`config.mk`:
```
export PLATFORM = sky130hd
export DESIGN_NAME = hazard_unit
export DESIGN_NICKNAME = d
export VERILOG_FILES = /design/src/rtl/hazard_pkg.sv /design/src/rtl/sat_counter.sv /design/src/rtl/hazard_unit.sv
export SDC_FILE = /design/constraint.sdc
export NUM_CORES = 1
export LEC_CHECK = 0
export BUFFER_PORTS_ARGS = -buffer_cell sky130_fd_sc_hd__buf_4
export CORE_MARGIN = 2
export CORE_UTILIZATION = 48
export DETAILED_ROUTE_END_ITERATION = 16
export GPL_TIMING_DRIVEN = 0
export PLACE_DENSITY = 0.77
export REMOVE_ABC_BUFFERS = 1
export SETUP_SLACK_MARGIN = 0.5
export SLEW_MARGIN = 20
export SYNTH_ARGS = -nofsm -noshare
export SYNTH_HDL_FRONTEND = slang
export SYNTH_HIERARCHICAL = 1
export SYNTH_SLANG_ARGS = --single-unit
```
`constraint.sdc`:
```
create_clock -name clk_i -period 3.1 [get_ports clk_i]
set_clock_uncertainty 0.15 [all_clocks]
set_input_delay 0.31 -clock clk_i [delete_from_list [all_inputs] [get_ports clk_i]]
set_output_delay 0.31 -clock clk_i [all_outputs]
set_load 0.02 [all_outputs]
```
`src/rtl/hazard_pkg.sv`:
```
// Purpose: shared types and constants for the pipeline hazard unit.
// Contents: FSM state encoding and the forwarding-mux select codes.
// Used by: hazard_unit (and any datapath that decodes ForwardAE/BE).
package hazard_pkg;

  // Memory-handshake FSM states. ERROR is only left through reset.
  typedef enum logic [1:0] {
    RUN      = 2'd0,
    MEM_WAIT = 2'd1,
    ERROR    = 2'd2
  } hazard_state_t;

  // Execute-stage operand source selects.
  localparam logic [1:0] FWD_RF = 2'b00;  // register file read
  localparam logic [1:0] FWD_W  = 2'b01;  // Writeback result
  localparam logic [1:0] FWD_M  = 2'b10;  // Memory-stage ALU result

endpackage

```
`src/rtl/sat_counter.sv`:
```
// Purpose: saturating up-counter for performance statistics.
// Latency: count_o reflects inc_i one cycle later; never wraps, sticks at all-ones.
// Ports: clk_i, rst_i (sync, active-high), inc_i -> count_o[WIDTH-1:0].
module sat_counter #(
  parameter int WIDTH = 32
) (
  input  logic             clk_i,
  input  logic             rst_i,
  input  logic             inc_i,
  output logic [WIDTH-1:0] count_o
);

  always_ff @(posedge clk_i) begin
    if (rst_i) begin
      count_o <= '0;
    end else if (inc_i && (count_o != '1)) begin
      count_o <= count_o + 1'b1;
    end
  end

endmodule

```
`src/rtl/hazard_unit.sv`:
```
// Purpose: RISC-V 5-stage hazard unit: forwarding, load-use stall, branch flush, memory-wait freeze with timeout.
// Latency: forward/stall/flush outputs are combinational (Mealy); MemTimeout_o and counters are registered.
// Ports: D/E/M/W register indices and enables in; ForwardAE/BE, Stall F/D/E/M, Flush D/E/W, MemTimeout, counters out.
module hazard_unit #(
  parameter int REGISTER_ADDRESS_WIDTH = 5,
  parameter int TIMEOUT_CYCLES         = 16,
  parameter int COUNT_WIDTH            = 32
) (
  input  logic                              clk_i,
  input  logic                              rst_i,
  input  logic [REGISTER_ADDRESS_WIDTH-1:0] Rs1D_i,
  input  logic [REGISTER_ADDRESS_WIDTH-1:0] Rs2D_i,
  input  logic [REGISTER_ADDRESS_WIDTH-1:0] Rs1E_i,
  input  logic [REGISTER_ADDRESS_WIDTH-1:0] Rs2E_i,
  input  logic [REGISTER_ADDRESS_WIDTH-1:0] RdE_i,
  input  logic                              ResultSrcE0_i,
  input  logic                              PCSrcE_i,
  input  logic [REGISTER_ADDRESS_WIDTH-1:0] RdM_i,
  input  logic [REGISTER_ADDRESS_WIDTH-1:0] RdW_i,
  input  logic                              RegWriteM_i,
  input  logic                              RegWriteW_i,
  input  logic                              MemReqM_i,
  input  logic                              MemReadyM_i,
  output logic [1:0]                        ForwardAE_o,
  output logic [1:0]                        ForwardBE_o,
  output logic                              StallF_o,
  output logic                              StallD_o,
  output logic                              StallE_o,
  output logic                              StallM_o,
  output logic                              FlushD_o,
  output logic                              FlushE_o,
  output logic                              FlushW_o,
  output logic                              MemTimeout_o,
  output logic [COUNT_WIDTH-1:0]            StallCount_o,
  output logic [COUNT_WIDTH-1:0]            FlushCount_o
);

  import hazard_pkg::*;

  localparam int AW = REGISTER_ADDRESS_WIDTH;
  localparam int WW = (TIMEOUT_CYCLES > 1) ? $clog2(TIMEOUT_CYCLES) : 1;
  localparam logic [WW-1:0] WAIT_LAST = WW'(TIMEOUT_CYCLES - 1);

  hazard_state_t state;
  logic [WW-1:0] wait_cnt;
  logic          mem_wait;
  logic          lw_stall;
  logic          flush_inc;

  // Memory stage beats Writeback because it holds the younger value; x0 never forwards.
  function automatic logic [1:0] fwd_sel(
    input logic [AW-1:0] rs,
    input logic [AW-1:0] rd_m,
    input logic          we_m,
    input logic [AW-1:0] rd_w,
    input logic          we_w
  );
    logic [1:0] sel;
    sel = FWD_RF;
    if (rs != '0) begin
      if (we_m && (rd_m == rs))      sel = FWD_M;
      else if (we_w && (rd_w == rs)) sel = FWD_W;
    end
    return sel;
  endfunction

  // Mealy on the handshake so the freeze starts in the very cycle the access misses.
  assign mem_wait = (MemReqM_i & ~MemReadyM_i) | (state == ERROR);

  // A taken branch squashes the dependent Decode instruction anyway, so no stall is needed.
  assign lw_stall = ResultSrcE0_i & (RdE_i != '0) &
                    ((RdE_i == Rs1D_i) | (RdE_i == Rs2D_i)) & ~PCSrcE_i;

  always_comb begin
    ForwardAE_o = FWD_RF;
    ForwardBE_o = FWD_RF;
    StallF_o    = 1'b0;
    StallD_o    = 1'b0;
    StallE_o    = 1'b0;
    StallM_o    = 1'b0;
    FlushD_o    = 1'b0;
    FlushE_o    = 1'b0;
    FlushW_o    = 1'b0;
    if (rst_i) begin
      // Clear D and E so no stale instruction survives reset.
      FlushD_o = 1'b1;
      FlushE_o = 1'b1;
    end else begin
      ForwardAE_o = fwd_sel(Rs1E_i, RdM_i, RegWriteM_i, RdW_i, RegWriteW_i);
      ForwardBE_o = fwd_sel(Rs2E_i, RdM_i, RegWriteM_i, RdW_i, RegWriteW_i);
      if (mem_wait) begin
        // Freeze F..M; bubble W so the stalled M result is not retired twice.
        // Branch redirect is held off until E is released.
        StallF_o = 1'b1;
        StallD_o = 1'b1;
        StallE_o = 1'b1;
        StallM_o = 1'b1;
        FlushW_o = 1'b1;
      end else begin
        StallF_o = lw_stall;
        StallD_o = lw_stall;
        FlushD_o = PCSrcE_i;
        FlushE_o = lw_stall | PCSrcE_i;
      end
    end
  end

  always_ff @(posedge clk_i) begin
    if (rst_i) begin
      state        <= RUN;
      wait_cnt     <= '0;
      MemTimeout_o <= 1'b0;
    end else begin
      case (state)
        RUN: begin
          wait_cnt <= '0;
          if (MemReqM_i && !MemReadyM_i) state <= MEM_WAIT;
        end
        MEM_WAIT: begin
          if (MemReadyM_i) begin
            state <= RUN;
          end else begin
            wait_cnt <= wait_cnt + 1'b1;
            if (wait_cnt == WAIT_LAST) begin
              state        <= ERROR;
              MemTimeout_o <= 1'b1;
            end
          end
        end
        ERROR: begin
          MemTimeout_o <= 1'b1;
        end
        default: begin
          state <= RUN;
        end
      endcase
    end
  end

  assign flush_inc = PCSrcE_i & ~mem_wait & ~rst_i;

  sat_counter #(.WIDTH(COUNT_WIDTH)) u_stall_cnt (
    .clk_i   (clk_i),
    .rst_i   (rst_i),
    .inc_i   (StallF_o),
    .count_o (StallCount_o)
  );

  sat_counter #(.WIDTH(COUNT_WIDTH)) u_flush_cnt (
    .clk_i   (clk_i),
    .rst_i   (rst_i),
    .inc_i   (flush_inc),
    .count_o (FlushCount_o)
  );

endmodule
```
==> run_results.csv, run 1 <==
group,metric,value,unit
timing,tightest_slew,0.928,ns
cts,cts_tree,"done",
global_routing,grt_max_degree,86,
routing,drt_wl_total,12600,µm
placement,dp.cells,709,
global_routing,first_global_vias,4214,
layout,ff_latch_area,1430,µm²
routing,vias,4611,
global_routing,antenna_found_initial,0,
floorplanning,dieArea,9490,µm²
logic_synthesis,synth_seq_cells,71,
floorplanning,num_io_pins,119,
setup_path,crit_required,3.22,ns
floorplanning,die_y,97.4,µm
layout,fillers,658,
routing,drt_iter0_drc,264,
cts,cts.root.buffer_cell,"clkbuf_8",
cts,cts_num_sinks,71,
global_routing,grt_pass1_wl,19800,µm
setup_path,reg2reg_slack,0.40,ns
placement,place_congestion,0.980,
setup_path,endpoint,"u_stall_cnt/count_o[19]",
timing,slew_headroom,38.1,%
routing,postRouteAntennaNets,0,
pwr,peakVddDrop,225,µV
routing,drc,0,
layout,nets,693,
layout,drive_gt1_share,34.0,%
logic_synthesis,synth_ff_type,"dfxtp_1",
layout,n_antenna_cell,0,
logic_synthesis,synth_cell_types,51,
timing,finalHoldViolations,0,
run,drv_cap,0,
pwr,pwr_density_cell,361,nW/µm²
floorplanning,rows,34,
pwr,pwr-share-comb,8.6,%
logic_synthesis,syn_avg_cell_area,8.28,µm²
timing,finalSetupViolations,0,
pwr,power_frac_seq,43.6,%
floorplanning,fp.dieW,97.4,µm
cts,h-tree-depth,3,
logic_synthesis,syn_inst,506,
setup_path,rr_worst_depth,10,
placement,place_area,5120,µm²
pwr,clkPwrFrac,47.7,%
setup_path,worstPathArrival,2.82,ns
setup_path,rr_startpoint,"state[0]",
global_routing,grtUsageTotal,24.7,%
routing,avgViaCountPerCell,6.07,
timing,drv_slew,0,
timing,rsz0062_at_grt,"yes",
pwr,swShare,22.1,%
timing,tns,0,ns
pwr,p_sw,464,µW
logic_synthesis,ys_warn_count,6,
placement,place_hpwl,8340,µm
logic_synthesis,synth-async-reset-ratio,0,%
floorplanning,start_util,48.7,%
routing,wire_per_inst,16.5,µm
floorplanning,core_area,8590,µm²
cts,clk_path_buf_depth,2,
global_routing,grt-ovfl-total,0,
logic_synthesis,synth_edf_count,0,
min_path,hp-class,"input pin to flop",
layout,multi_input_area,2780,µm²
placement,portBuffers,118,
timing,fmax,0.371,GHz
setup_path,start_kind,"flop",
cts,clkTransAtPathRegs,0.07,ns
pwr,internal-power,1.64,mW
logic_synthesis,ys_seq_area_share,33.9,%
status,outcome,"finished clean",
setup_path,cp-end-kind,"flop",
setup_path,timing.rr.end,"u_stall_cnt/count_o[19]",
setup_path,crit_start,"state[0]",
timing,min_period_over_period,87.1,%
routing,drt_pass1_iterations,4,
pwr,leakagePower,2.23,nW
layout,synthToLayoutAreaGrowth,39.4,%
cts,insertion_delay,0.35,ns
layout,fin_cells,760,
cts,cts_buffers,9,
setup_path,crit_fanout,4,
layout,fin_area,5840,µm²
timing,period_minus_slack,2.70,ns
setup_path,critPathKind,"flop to flop",
logic_synthesis,netlist_area,4190,µm²
[worst min path at each step]
stage / from / to / slack, ns / depth (start not counted)
detailed placement: MemTimeout_o / MemTimeout_o / 0.29 / 2
finish: MemReqM_i / state[0] / 0.10 / 3
CTS: MemReqM_i / state[0] / 0.09 / 3
global route: MemReqM_i / state[0] / 0.09 / 3
floorplan: rst_i / MemTimeout_o / 0.23 / 1
global placement: MemTimeout_o / MemTimeout_o / 0.29 / 2
[Yosys cell counts, drive strengths merged (3+ instances only)]
master    n  area share (%)
nand2b    3            0.45
nor3b     6             1.1
dfxtp    71              34
nor3      7            0.84
buf      11             1.6
nand4    20             3.0
or3      23             3.7
clkbuf   17             1.5
a31oi     3            0.45
and4      8             1.7
xnor2    14             2.9
ha        3            0.90
a21oi    48             6.0
xor2     28             5.9
or4      27             4.9
a22oi     4            0.72
nor4     16             2.7
inv      10            0.90
nor2b     6            0.90
a2111oi   5             1.1
o21ai    18             2.2
nand3    29             3.7
and3     11             1.9
o31ai    25             4.5
nand2    21             1.9
nor2     43             3.9
a211oi    3            0.54
mux2      6             1.6
[registers in the layout, indices dropped and copies added, names as in the netlist]
register and count:
u_flush_cnt/count_o 32, wait_cnt 4, u_stall_cnt/count_o 32, MemTimeout_o 1
state 2
[final cells by class]
cell class	count	area share [%]
Tap cell	108	2.31
Inverter	10	0.643
Multi-Input combinational cell	397	47.6
Sequential cell	71	24.5
Timing Repair Buffer	158	20.4
Clock inverter	5	2.21
Clock buffer	11	2.42
[cell families (layout without fill, tap and decap cells)]
| logic type | after synthesis | in the layout | share of synthesized area (%) |
|---|---|---|---|
| and+or+nand+nor | 228 | 228 | 32.0 |
| AOI/OAI and AO/OA | 116 | 116 | 18.3 |
| DFF | 71 | 71 | 33.9 |
| xor gates and xnor gates | 42 | 42 | 8.78 |
| buffers and inverters | 38 | 184 | 3.97 |
| muxes | 8 | 8 | 2.09 |
| adders and majority gates | 3 | 3 | 0.896 |
[layer usage]
layer  global-route usage (%)  wire (µm)  share of wire, %  vias up
li1                         -          -                 -     2195
met1                     31.0       5280                42     2191
met2                     42.0       6190                49      199
met3                     5.83        874               7.0       26
met4                     8.12        227               1.8        0
met5                        0          0                 0        -
[layout by cell type, fill, tap and decap left out, drive strengths merged, types with 2 or more instances in the layout]
cell type    n
xnor2       14
nor3b        6
dfxtp       71
a211oi       3
and3        11
nor4        16
inv         10
nand2b       3
nand2       21
o21ai       18
or2          2
o22ai        2
nor2        43
nor2b        6
nor3         7
nand3       29
o31ai       25
a31oi        3
a31o         2
a21oi       48
or4         27
clkbuf      12
or3         23
bufinv       4
buf        157
mux2         6
or3b         2
a2111oi      5
a22oi        4
nand4       20
mux2i        2
o41ai        2
ha           3
and2         2
xor2        28
and4         8
a21o         2
[what timing repair did]
action,CTS,global route
setup endpoints to repair,51,24
buffers inserted,15,20
hold buffers,0,0
endpoints found under the hold margin,0,0
pin swaps,14,16
gates resized for setup,19,21
[power groups by stage]
| stage | sequential [mW] | combinational, mW | clock, mW |
|---|---|---|---|
| 3_3_place_gp | 0.941 | 0.160 | 0 |
| 2_1_floorplan | 0.944 | 0.0628 | 0 |
| 3_5_place_dp | 0.942 | 0.165 | 0 |
| 6_report | 0.918 | 0.182 | 1.01 |
| 5_1_grt | 0.919 | 0.196 | 1.06 |
| 4_1_cts | 0.918 | 0.176 | 1.01 |
[worst max-delay path, stage by stage, from the launching register on]
cell and delay (ns):
dfxtp_4 0.35, and2b_2 0.24, a21oi_4 0.05, a211o_1 0.29, o22ai_4 0.15, nand4_1 0.13
buf_4 0.18, buf_6 0.12, or4_4 0.50, or3_4 0.34, a21oi_2 0.13
[stage by stage]
step / worst slack [ns] / hold slack, ns / power [mW] / utilization, %
floorplan: -0.706 / 0.229 / 1.01 / -
global placement: -1.54 / 0.288 / 1.10 / 59.1
detailed placement: -0.747 / 0.290 / 1.11 / 59.6
CTS: 0.398 / 0.0939 / 2.11 / 65.2
global route: 0.365 / 0.0950 / 2.17 / 67.9
finish: 0.401 / 0.104 / 2.11 / 67.9
Power figures use the tool's default switching activity.
==> run 2: changes to the inputs <==
clock period = 2.4 ns   (was 3.1 ns; I/O delays follow)
==> run_results.csv, run 2 (synthesized netlist as in run 1, its figures left out) <==
group,metric,value,unit
cts,clkTransAtPathRegs,0.08,ns
floorplanning,start_util,48.7,%
routing,avgViaCountPerCell,6.41,
global_routing,antenna_found_initial,0,
placement,place_hpwl,8340,µm
layout,fin_cells,794,
setup_path,worstPathArrival,2.95,ns
timing,slew_headroom,32.0,%
setup_path,start_kind,"flop",
setup_path,crit_path_frequent_cell,"buf_6",
pwr,pwr_density_cell,417,nW/µm²
floorplanning,fp.dieW,97.4,µm
setup_path,critPathKind,"flop to flop",
placement,place_congestion,0.980,
cts,cts.root.buffer_cell,"clkbuf_8",
global_routing,use_met3,6.33,%
run,drv_cap,0,
layout,fillers,542,
layout,synthToLayoutAreaGrowth,57.2,%
status,violations,"setup timing",
cts,cts_buffers,9,
placement,place_ws,-1.43,ns
timing,rsz0062_at_grt,"yes",
setup_path,crit_start,"state[0]",
timing,setup_ws,-0.414,ns
cts,insertion_delay,0.36,ns
cts,cts_tree,"done",
min_path,worstHoldStart,"MemReqM_i",
placement,place_area,5120,µm²
timing,min_period_over_period,117,%
timing,period_minus_slack,2.81,ns
routing,postRouteAntennaNets,0,
layout,n_antenna_cell,0,
setup_path,critPathTopFamily,"simple AND/OR/NAND/NOR gates",
cts,h-tree-depth,3,
cts,cts_num_sinks,71,
global_routing,grtUsageTotal,28.6,%
timing,whs,0.0298,ns
layout,nets,727,
pwr,peakVddDrop,366,µV
timing,finalHoldViolations,0,
floorplanning,die_y,97.4,µm
setup_path,path_cells,"and2b_2 -> a21oi_4 -> a211o_1 -> o22ai_4 -> buf_4 -> buf_6 -> buf_6 -> nand3_4 -> or3_4 -> or4_1 -> a21oi_1",
global_routing,grt_max_degree,86,
floorplanning,core_area,8590,µm²
placement,portBuffers,118,
layout,top_regs,"u_flush_cnt/count_o: 32 flops, u_stall_cnt/count_o: 32 flops, wait_cnt: 4 flops",
layout,final_common_cell,"buf_4",
timing,drv_slew,0,
global_routing,busiest_layer,"met2",
layout,final_cell_mix,"173 x buf_4, 41 x nor2_1, 38 x dfxtp_1, 38 x a21oi_1, 26 x xor2_1",
routing,drt_wl_total,15600,µm
routing,drc,0,
setup_path,crit_fanout,4,
setup_path,critPathMaxStageDelay,0.50,ns
layout,multi_input_area,3130,µm²
global_routing,grt-ovfl-total,0,
setup_path,critical_path_buf_inv_count,3,
pwr,finalPower,2.75,mW
routing,wire_per_inst,19.6,µm
layout,ff_latch_area,1490,µm²
global_routing,met1_usage,33.8,%
layout,postLayoutCoreUtil,76.6,%
min_path,hp-class,"input pin to flop",
global_routing,grtUsageMet2,49.5,%
setup_path,reg2reg_slack,-0.41,ns
setup_path,crit_required,2.54,ns
global_routing,first_global_vias,4602,
routing,vias,5086,
cts,cts_hold_buf,0,
floorplanning,num_io_pins,119,
global_routing,grt_pass1_wl,22400,µm
timing,finalSetupViolations,37,
layout,fin_area,6590,µm²
placement,dp.cells,709,
routing,drt_pass1_iterations,5,
floorplanning,dieArea,9490,µm²
timing,tns,-6.22,ns
layout,drive_gt1_share,47.8,%
status,outcome,"finished with violations",
timing,fmax,0.355,GHz
setup_path,cp-end-kind,"flop",
timing,tightest_slew,1.02,ns
setup_path,rr_startpoint,"state[0]",
setup_path,slowest_stage,"or4_1",
floorplanning,rows,34,
pwr,leakagePower,2.49,nW
routing,drt_iter0_drc,357,
cts,clk_path_buf_depth,2,
-- run 2: metal layers --
layer	vias up	wire [µm]
met4	0	633
met5	-	0
li1	2261	-
met2	303	7860
met3	65	1160
met1	2457	5910
-- run 2: power breakdown --
part	switching (mW)	internal (mW)	leakage (nW)
Sequential	0.00751	1.17	0.592
Clock	0.483	0.827	0.134
Combinational	0.131	0.125	1.77
-- run 2: worst min-delay path, cell delays in order --
cell      delay, ns
buf_4          0.12
nor2_1         0.08
a211oi_1       0.05
-- run 2: path summary, 6_finish.rpt --
path,endpoint,depth (start not counted)
worst max-delay path,u_stall_cnt/count_o[30],11
worst min-delay path,state[0],3
worst min register to register,MemTimeout_o,2
worst max register to register,u_stall_cnt/count_o[30],11
-- run 2: timing repair --
| action | 4_1_cts | 5_1_grt |
|---|---|---|
| endpoints found under the setup margin | 72 | 73 |
| resized for setup | 117 | 45 |
| setup buffers | 48 | 21 |
| gates cloned | 0 | 0 |
| pin swaps | 61 | 27 |
-- run 2: area by class of cell --
class | instances | share of cell area (%)
Multi-Input combinational cell | 397 | 47.5
Tap cell | 108 | 2.05
Timing Repair Buffer | 192 | 23.2
Sequential cell | 71 | 22.6
Clock buffer | 11 | 2.15
Inverter | 10 | 0.570
Clock inverter | 5 | 1.96
